<file path="config.mk">
export PLATFORM = sky130hd
export DESIGN_NAME = adder_seq
export DESIGN_NICKNAME = d
export VERILOG_FILES = /design/src/rtl/adder_seq.sv
export SDC_FILE = /design/constraint.sdc
export NUM_CORES = 1
export LEC_CHECK = 0
export ABC_AREA = 1
export CORE_MARGIN = 8
export CORE_UTILIZATION = 41
export DETAILED_ROUTE_END_ITERATION = 12
export GPL_TIMING_DRIVEN = 0
export PLACE_DENSITY = 0.77
export SYNTH_ARGS = -nofsm -noshare
export SYNTH_HDL_FRONTEND = slang
export SYNTH_SLANG_ARGS = --single-unit
</file>
<file path="constraint.sdc">
create_clock -name clk -period 7 [get_ports clk]
set_input_delay 0.7 -clock clk [delete_from_list [all_inputs] [get_ports clk]]
set_output_delay 0.7 -clock clk [all_outputs]
set_load 0.01 [all_outputs]
</file>
<file path="src/rtl/adder_seq.sv">
// Chunk-serial adder/subtractor: accepts one operand pair, adds CHUNK bits per
// cycle from LSB to MSB, then holds the result until the consumer takes it.
module adder_seq #(
  parameter int unsigned WIDTH = 16,
  parameter int unsigned CHUNK = 4
) (
  input  logic             clk,
  input  logic             rst_n,
  input  logic             in_valid,
  output logic             in_ready,
  input  logic [WIDTH-1:0] a,
  input  logic [WIDTH-1:0] b,
  input  logic             cin,
  input  logic             sub,
  output logic             out_valid,
  input  logic             out_ready,
  output logic [WIDTH-1:0] sum,
  output logic             cout,
  output logic             ovf,
  output logic             busy
);

  localparam int unsigned NCHUNK = WIDTH / CHUNK;
  localparam int unsigned IDX_W  = (NCHUNK > 1) ? $clog2(NCHUNK) : 1;
  localparam int unsigned SH_W   = (WIDTH > 1) ? $clog2(WIDTH) : 1;
  localparam int unsigned CW     = CHUNK + 1;
  localparam logic [IDX_W-1:0] LAST_IDX   = IDX_W'(NCHUNK - 1);
  localparam logic [WIDTH-1:0] CHUNK_MASK = WIDTH'({CHUNK{1'b1}});

  // Reject parameter sets where the operand does not split into whole chunks
  if ((CHUNK == 0) || (WIDTH % CHUNK != 0)) begin : g_bad_param
    $error("adder_seq: WIDTH must be a non-zero multiple of CHUNK");
  end

  typedef enum logic [1:0] {
    IDLE = 2'd0,
    RUN  = 2'd1,
    DONE = 2'd2
  } state_t;

  state_t r_state;
  state_t w_state_nxt;

  logic [WIDTH-1:0] r_a;
  logic [WIDTH-1:0] r_b;          // b already inverted for subtract
  logic             r_carry;
  logic [IDX_W-1:0] r_idx;
  logic [WIDTH-1:0] r_sum;
  logic             r_cout;
  logic             r_ovf;
  logic             r_in_ready;
  logic             r_out_valid;
  logic             r_busy;

  logic             w_accept;
  logic             w_last;
  logic [SH_W-1:0]  w_shift;
  logic [CHUNK-1:0] w_a_chunk;
  logic [CHUNK-1:0] w_b_chunk;
  logic [CHUNK:0]   w_chunk_sum;
  logic [WIDTH-1:0] w_sum_nxt;
  logic             w_ovf_nxt;

  // Chunk datapath: select chunk k, add with stored carry, merge into result
  always_comb begin
    w_last      = (r_idx == LAST_IDX);
    w_shift     = SH_W'(r_idx) * SH_W'(CHUNK);
    w_a_chunk   = CHUNK'(r_a >> w_shift);
    w_b_chunk   = CHUNK'(r_b >> w_shift);
    w_chunk_sum = {1'b0, w_a_chunk} + {1'b0, w_b_chunk} + CW'(r_carry);
    w_sum_nxt   = (r_sum & ~(CHUNK_MASK << w_shift)) |
                  (WIDTH'(w_chunk_sum[CHUNK-1:0]) << w_shift);
    // Only meaningful on the last chunk, where chunk MSB is the result MSB
    w_ovf_nxt   = (r_a[WIDTH-1] == r_b[WIDTH-1]) &&
                  (w_chunk_sum[CHUNK-1] != r_a[WIDTH-1]);
  end

  // Next-state logic
  always_comb begin
    w_state_nxt = r_state;
    w_accept    = 1'b0;
    case (r_state)
      IDLE: begin
        if (in_valid) begin
          w_accept    = 1'b1;
          w_state_nxt = RUN;
        end
      end
      RUN: begin
        if (w_last) begin
          w_state_nxt = DONE;
        end
      end
      DONE: begin
        // Return to IDLE only; the next accept needs a fresh IDLE edge
        if (out_ready) begin
          w_state_nxt = IDLE;
        end
      end
      default: begin
        w_state_nxt = IDLE;
      end
    endcase
  end

  // State register
  always_ff @(posedge clk or negedge rst_n) begin
    if (!rst_n) begin
      r_state <= IDLE;
    end else begin
      r_state <= w_state_nxt;
    end
  end

  // Handshake and status flags, registered from the next state
  always_ff @(posedge clk or negedge rst_n) begin
    if (!rst_n) begin
      r_in_ready  <= 1'b1;
      r_out_valid <= 1'b0;
      r_busy      <= 1'b0;
    end else begin
      r_in_ready  <= (w_state_nxt == IDLE);
      r_out_valid <= (w_state_nxt == DONE);
      r_busy      <= (w_state_nxt != IDLE);
    end
  end

  // Operand capture and chunk-by-chunk accumulation
  always_ff @(posedge clk or negedge rst_n) begin
    if (!rst_n) begin
      r_a     <= '0;
      r_b     <= '0;
      r_carry <= 1'b0;
      r_idx   <= '0;
      r_sum   <= '0;
      r_cout  <= 1'b0;
      r_ovf   <= 1'b0;
    end else if (w_accept) begin
      r_a     <= a;
      r_b     <= sub ? ~b : b;
      r_carry <= sub ? ~cin : cin;
      r_idx   <= '0;
    end else if (r_state == RUN) begin
      r_sum   <= w_sum_nxt;
      r_carry <= w_chunk_sum[CHUNK];
      if (w_last) begin
        r_cout <= w_chunk_sum[CHUNK];
        r_ovf  <= w_ovf_nxt;
      end else begin
        r_idx  <= r_idx + IDX_W'(1);
      end
    end
  end

  assign in_ready  = r_in_ready;
  assign out_valid = r_out_valid;
  assign busy      = r_busy;
  assign sum       = r_sum;
  assign cout      = r_cout;
  assign ovf       = r_ovf;

endmodule

</file>
## Word-level counts from Yosys, hierarchy flattened

Cells that the tools add are included.

| word-level totals | value |
|---|---|
| register bits | 58 |
| RAM bits | 0 |
| output and inout port bits | 21 |
| word-level logic and storage cells | 52 |
| latch bits | 0 |
| memory bits (read-only) | 0 |
| memories | 0 |

| cells by class | value |
|---|---|
| multiplexer cells | 13 |
| bitwise operators | 6 |
| order comparisons | 0 |
| reduce and logical (&&, ||, !) cells | 8 |
| shifts and indexed selects | 4 |
| $add $sub $neg | 3 |
| multiply operators | 0 |
| divide/modulo/power cells | 0 |
| eq/ne operators | 7 |

Operators by type and width:

| operator | count |
|---|---|
| NOT 16 bit | 2 |
| >> shifter 16 x 4 -> 4 bit | 2 |
| AND 16 bit | 1 |
| 2-to-1 mux 16 bit | 1 |
| bitwise OR 16 bit | 1 |
| left shift 4 x 4 -> 16 bit | 1 |
| left shift 4 x 4 -> 16 bit, first input constant | 1 |
| 2-to-1 mux 2 bit | 6 |
| equality test 2 bit, second input constant | 3 |
| one-hot mux 2 bit (3 select lines) | 1 |
| adder 4 x 4 -> 5 bit | 1 |
| adder 5 x 1 -> 5 bit | 1 |
| 2-to-1 mux 1 bit | 5 |
| zero test 2 bit | 2 |
| AND reduction 2 bit | 2 |
| nonzero test 2 bit | 2 |
| AND reduction 3 bit | 1 |
| adder 2 x 1 -> 2 bit, second input constant | 1 |
| equality test 2 x 1 -> 1 bit, second input constant | 1 |
| != test 2 bit, second input constant | 1 |
| NOT 1 bit | 2 |
| equality test 1 bit | 1 |
| logical AND 1 bit | 1 |
| != test 1 bit | 1 |

## Logic depth before layout (Yosys ltp)

Gate-level depths: netlist (run 1).

| logic depth | value |
|---|---|
| depth after elaboration | 5 |
| gate-level depth with buffers | 12 |
| mapped depth without buffers | 10 |

## Least setup slack after synthesis (run 1)

No wires, ideal clock.

| path | value |
|---|---|
| path type | reg2reg |
| start point | reg r_idx[1] |
| end point | reg r_sum[14], in the netlist sum[14] |
| slack | 4.796 ns |
| arrival time | 2.121 ns |
| cell stages (with the launch flop) | 11 |
| setup time | 0.083 ns |
| path buffers | 2 |
| cells stage by stage | dfrtp_1 > clkbuf_2 > inv_1 > buf_2 > o21ai_0 > o22ai_1 > fa_1 > fa_1 > xor2_1 > nand2_1 > o21ai_0 |

| between the ends | value |
|---|---|
| word-level cells in the longest chain between the ends | 5 |
| elaborated cells on any way between the ends | 9 |
| classes of those cells | 2 x add/sub; 4 x shift; 3 x bitwise |

Ends and longest elaborated chain:

| item | line | text |
|---|---|---|
| start, declared | 47 | `logic [IDX_W-1:0] r_idx;` |
| start signal, assigned | 150 | `r_idx <= r_idx + IDX_W'(1);` |
| >> shifter 16 x 4 -> 4 bit, on equally long branches | 68, 69 |  |
| adder 4 x 4 -> 5 bit | 70 | `w_chunk_sum = {1'b0, w_a_chunk} + {1'b0, w_b_chunk} + CW'(r_carry);` |
| adder 5 x 1 -> 5 bit | 70 |  |
| left shift 4 x 4 -> 16 bit | 72 | `(WIDTH'(w_chunk_sum[CHUNK-1:0]) << w_shift);` |
| bitwise OR 16 bit (*) | 71 | `w_sum_nxt = (r_sum & ~(CHUNK_MASK << w_shift)) \|` |
| end signal, assigned | 144 | `r_sum <= w_sum_nxt;` |
| end, declared | 48 | `logic [WIDTH-1:0] r_sum;` |

Every way passes the cells marked *; elsewhere a longest branch is shown, timed or not.
A chain may end at the register's enable or synchronous reset.

## Final worst setup path (run 1)

| path | value |
|---|---|
| start point | reg r_idx[1] |
| end point | reg r_sum[10], in the netlist sum[10] |

Same word-level chain as after synthesis.

==> flow_summary.json, run 1 <==
{
  "status": "completed",
  "leakage_nw": 1.68,
  "critPathMaxStageDelay_ns": 0.43,
  "pre_cts_slack_ns": 4.44,
  "cp_cell_sequence": "clkbuf_2, inv_1, buf_2, o21ai_0, o22ai_1, fa_1, fa_1, xor2_1, nand2_1, o21ai_0",
  "drt-initial-drc-count": 105,
  "worst_hold_slack_ns": 0.377,
  "power_density_nw_per_um2": 505,
  "grt_pass1_vias": 2463,
  "grt_max_degree": 31,
  "grt_overflow": 0,
  "synth_top_cell_by_area": "dfrtp_1",
  "drv_slew": 0,
  "cp-end-kind": "flip-flop",
  "min_path_type": "in2async",
  "reg2reg_slack_ns": 4.41,
  "core_area_um2": 6680,
  "final.setup.worst_slack_ns": 4.41,
  "dp_hpwl_um": 5060,
  "cts.reportedPaths.clkPinSlew_ns": 0.07,
  "cts_buffers": 9,
  "start_kind": "flip-flop",
  "ys_ff_latch": 58,
  "rows": 30,
  "path_max_fanout": 11,
  "cp.required_ns": 7.25,
  "arrival_ns": 2.84,
  "synth_seq_area_share_pct": 51.9,
  "criticalPathCategory": "reg2reg",
  "layout_common_cells": "nand2_1, dfrtp_1, clkdlybuf4s50_1",
  "clkSinkCount": 58,
  "io_pins": 59,
  "die_h_um": 98.6,
  "synthDistinctLibCells": 28,
  "syn-cell-area_um2": 2800,
  "fmax_mhz": 387,
  "ys_warn_count": 0,
  "clock-skew-final_ns": 0.00952,
  "route.detailed.drc": 0,
  "rsz0062_at_grt": "false",
  "finalWirelength_um": 6570,
  "crit_start": "r_idx[1]$_DFFE_PN0P_",
  "maxCapViolCount": 0,
  "ant_nets": 0,
  "drt-wirelength-per-cell_um": 14.1,
  "root_buffer": "clkbuf_8",
  "final_common_cell": "nand2_1",
  "antenna_found_initial": 0,
  "synth_area_leaders": "dfrtp_1, nand2_1, o21ai_0",
  "vdd_ir_drop_max_v": 0.000218,
  "clock_latency_ns": 0.34,
  "nets": 429,
  "h-tree-depth": 3,
  "postCtsSetupBuffers": 0,
  "vias": 2343,
  "slowest_stage": "fa_1",
  "setup_viol": 0,
  "worstRegToRegCells": 10,
  "place.gp.congestion": 0.853,
  "holdBufCountCts": 0,
  "dieArea_um2": 9720,
  "port_buffers": 57,
  "diodes": 0,
  "drive_above_1_share_pct": 10.6,
  "clockBufferDepth": 2,
  "die_w_um": 98.6,
  "grt_usage_pct": 14.3,
  "synth_top_area_share_pct": 51.0,
  "timing.rr.start": "r_idx[1]$_DFFE_PN0P_",
  "via_per_inst": 5.02,
  "start_util_pct": 41.9,
  "drt_first_pass_iters": 5,
  "crit_path_end": "sum[10]$_DFFE_PN0P_",
  "syn_to_final_growth_pct": 31.4,
  "cts_resized": 0,
  "relSlewSlack_pct": 56.8,
  "syn_inst": 313,
  "hold_viol": 0,
  "syn_nets": 360,
  "grt_pass1_wl_um": 11200,
  "synth_area_per_cell_um2": 8.94,
  "reg2reg_to": "sum[10]$_DFFE_PN0P_",
  "fin_setup_tns_ns": 0,
  "min_period_over_period_pct": 37.0,
  "fin_crit_ns": 2.59,
  "worstMarginPinSlew_ns": 0.648,
  "cts_tree": "built",
  "power_mw": 1.86
}
-- flip-flops by register name (all words and copies together) (netlist names) --
signal     count
r_a           16
r_b           16
sum           16
r_idx          2
r_state        2
busy           1
cout           1
in_ready       1
out_valid      1
ovf            1
r_carry        1
-- worst max-delay path: cells and delay by family, from the launching register on --
| family | cells | cell delay [ns] |
|---|---|---|
| AO/OA/AOI/OAI | 3 | 0.42 |
| XOR/XNOR | 1 | 0.23 |
| adder cells (fa/ha/maj) | 2 | 0.85 |
| buffers and inverters | 3 | 0.53 |
| flip-flops | 1 | 0.38 |
| AND/OR/NAND/NOR | 1 | 0.09 |
-- worst min-delay path by stage --
stage                     endpoint  cells past startpoint          startpoint  slack [ns]
3_5_place_dp    r_b[9]$_DFFE_PN0P_                      2  r_b[9]$_DFFE_PN0P_        0.47
4_1_cts        sum[14]$_DFFE_PN0P_                      1               rst_n        0.40
3_3_place_gp    r_b[9]$_DFFE_PN0P_                      2  r_b[9]$_DFFE_PN0P_        0.46
2_1_floorplan       busy$_DFF_PN0_                      0               rst_n        0.40
6_report       sum[13]$_DFFE_PN0P_                      1               rst_n        0.38
5_1_grt        sum[13]$_DFFE_PN0P_                      1               rst_n        0.43
-- logic make-up (layout without fill, tap and decap cells) --
logic type / after synthesis / count (layout) / synth area share (%)
DFF: 58 / 58 / 51.9
and+or+nand+nor: 120 / 120 / 17.8
buffers and inverters: 30 / 104 / 5.19
xor gates and xnor gates: 18 / 18 / 5.64
adders and majority gates: 9 / 9 / 4.56
AOI/OAI and AO/OA: 78 / 78 / 14.9
-- power breakdown --
group,total [mW],switching (mW),internal [mW]
Combinational,0.965,0.565,0.401
Clock,0.297,0.131,0.166
Sequential,0.596,0.0952,0.500
-- synthesized netlist by cell type, drive strengths merged --
cell type,n
fa,2
o22ai,8
ha,7
nor2,22
dfstp,1
inv,15
clkbuf,4
o21ai,63
a21oi,4
nand3,14
a31oi,1
o31ai,2
nor3,1
nand2,82
dfrtp,57
buf,11
xnor2,16
or2,1
xor2,2
-- per-layer routing --
| metal | share of wire [%] | global-route usage [%] |
|---|---|---|
| met1 | 44 | 16.8 |
| met2 | 48 | 23.6 |
| met3 | 6.9 | 4.02 |
| met4 | 1.4 | 7.08 |
| met5 | 0 | 0 |
-- through the flow --
step / cells / area (um^2) / utilization [%]
5_1_grt: 467 / 3680 / 55.0
3_5_place_dp: 451 / 3480 / 52.1
2_1_floorplan: 313 / 2800 / -
6_report: 467 / 3680 / 55.0
4_1_cts: 467 / 3680 / 55.0
3_3_place_gp: 450 / 3470 / 51.9
-- cell type report --
type	count	area (um^2)
clock buffer	14	183
timing repair buffer	58	586
tap	80	100
sequential	58	1450
inverter	15	56.3
multi-input combinational	225	1200
fill	625	3010
buffer	15	88.8
clock inverter	2	10.0
(Power assumes the default switching activity.)
==> run 2: changes to the inputs <==
--- a/config.mk
+++ b/config.mk
@@ -10,7 +10,7 @@
 export CORE_UTILIZATION = 41
 export DETAILED_ROUTE_END_ITERATION = 12
 export GPL_TIMING_DRIVEN = 0
-export PLACE_DENSITY = 0.77
+export PLACE_DENSITY = 0.8
 export SYNTH_ARGS = -nofsm -noshare
 export SYNTH_HDL_FRONTEND = slang
 export SYNTH_SLANG_ARGS = --single-unit
==> constraint.sdc (replaced) <==
create_clock -name clk -period 2.1 [get_ports clk]
set_input_delay 0.21 -clock clk [delete_from_list [all_inputs] [get_ports clk]]
set_output_delay 0.21 -clock clk [all_outputs]
set_load 0.01 [all_outputs]
==> flow_summary.json, run 2 (same netlist as run 1, synthesis figures left out) <==
{
  "status": "finished with violations",
  "failed_checks": "setup timing",
  "min_period_over_period_pct": 107,
  "nets": 445,
  "drive_above_1_share_pct": 24.1,
  "leakage_nw": 1.82,
  "rows": 30,
  "rsz0062_at_grt": "true",
  "start_util_pct": 41.9,
  "design_area_um2": 4070,
  "vias": 2544,
  "cp-end-kind": "flip-flop",
  "clkSinkCount": 58,
  "dieArea_um2": 9720,
  "dp_hpwl_um": 5330,
  "intPower_mw": 4.35,
  "grt_overflow": 0,
  "die_h_um": 98.6,
  "grt_usage_pct": 15.9,
  "start_kind": "flip-flop",
  "drt-initial-drc-count": 179,
  "port_buffers": 57,
  "swShare_pct": 43.0,
  "setup_viol": 14,
  "final_common_cell": "nand2_1",
  "diodes": 0,
  "cts.reportedPaths.clkPinSlew_ns": 0.07,
  "holdPathStages": 3,
  "clock_latency_ns": 0.35,
  "root_buffer": "clkbuf_8",
  "core_area_um2": 6680,
  "clockPowerShare_pct": 15.0,
  "drv_slew": 0,
  "grt_pass1_wl_um": 12200,
  "path_max_fanout": 4,
  "relSlewSlack_pct": 60.5,
  "worstMarginPinSlew_ns": 0.593,
  "worstRegToRegCells": 8,
  "fin_setup_tns_ns": -1.22,
  "power_density_nw_per_um2": 1880,
  "grt_pass1_vias": 2588,
  "hold_viol": 0,
  "fmax_mhz": 445,
  "syn_to_final_growth_pct": 45.5,
  "cts_buffers": 9,
  "clockBufferDepth": 2,
  "layout_common_cells": "nand2_1, dfrtp_1, clkdlybuf4s50_1",
  "fin_util_pct": 60.9,
  "grt_max_degree": 34,
  "p_switching_mw": 3.29,
  "min_path_type": "in2reg",
  "die_w_um": 98.6,
  "vdd_ir_drop_max_v": 0.000759,
  "reg2reg_slack_ns": -0.15,
  "maxCapViolCount": 0,
  "drt_first_pass_iters": 4,
  "route.detailed.drc": 0,
  "fin_crit_ns": 2.25,
  "via_per_inst": 5.27,
  "antenna_found_initial": 0,
  "arrival_ns": 2.52,
  "criticalPathCategory": "reg2reg",
  "place_area_um2": 3500,
  "drt-wirelength-per-cell_um": 16.1,
  "cp.required_ns": 2.37,
  "h-tree-depth": 3,
  "seq_power_share_pct": 26.8,
  "io_pins": 59,
  "p_comb_share_pct": 58.2,
  "clock-skew-final_ns": 0.00898,
  "place.gp.congestion": 0.893,
  "cts_tree": "built",
  "final.setup.worst_slack_ns": -0.147,
  "finalWirelength_um": 7800,
  "ant_nets": 0
}
## run 2: per-stage QoR
stage	worst slack, ns	instances	hold slack [ns]	power [mW]
floorplan	0.0287	313	-0.0856	4.15
global placement	-0.829	450	0.459	5.13
detailed placement	-0.227	451	0.244	5.30
CTS	-0.0851	475	0.244	6.70
global route	-0.239	483	0.266	8.17
finish	-0.147	483	0.241	7.64
## run 2: path summary, 6_finish.rpt
check | startpoint | endpoint
max in group asynchronous | rst_n | in_ready$_DFF_PN1_
min in group asynchronous | rst_n | sum[4]$_DFFE_PN0P_
max reg2reg | r_idx[0]$_DFFE_PN0P_ | sum[2]$_DFFE_PN0P_
min | sub | r_b[5]$_DFFE_PN0P_
max | r_idx[0]$_DFFE_PN0P_ | sum[2]$_DFFE_PN0P_
min reg2reg | r_a[11]$_DFFE_PN0P_ | r_a[11]$_DFFE_PN0P_
## run 2: worst max-delay path, cell delays in order (launching register included)
cell and delay, ns:
dfrtp_2 0.47, buf_8 0.16, o21ai_4 0.18, o22ai_2 0.11, fa_2 0.40, fa_2 0.45
xor2_2 0.19, nand2_1 0.10, o21ai_1 0.13
## run 2: layout make-up
type,count,area [um^2]
Tap cell,80,100
Fill cell,559,2610
Timing Repair Buffer,75,727
Clock buffer,11,141
Sequential cell,58,1450
Clock inverter,5,77.6
Multi-Input combinational cell,225,1370
Buffer,14,139
Inverter,15,62.6
## run 2: power by group through the flow
stage	registers [mW]	clock network, mW	logic (mW)
finish	2.05	1.15	4.45
global route	2.09	1.21	4.86
CTS	1.99	1.15	3.56
detailed placement	2.00	0	3.30
global placement	1.97	0	3.16
floorplan	2.01	0	2.14
## run 2: layer usage
metal | track usage [%] | part of all wire [%] | up-vias
met3 | 6.34 | 8.0 | 37
met1 | 17.3 | 38 | 1193
met5 | 0 | 0 | -
met4 | 6.73 | 4.3 | 0
met2 | 26.8 | 50 | 116
li1 | - | - | 1198
## run 2: repair_timing
| item | 4_1_cts | 5_1_grt |
|---|---|---|
| hold buffers | 1 | 0 |
| endpoints found under the setup margin | 14 | 15 |
| gates resized for setup | 23 | 47 |
| setup buffers | 8 | 9 |
| hold endpoints to repair | 25 | 0 |
| pin swaps | 6 | 15 |
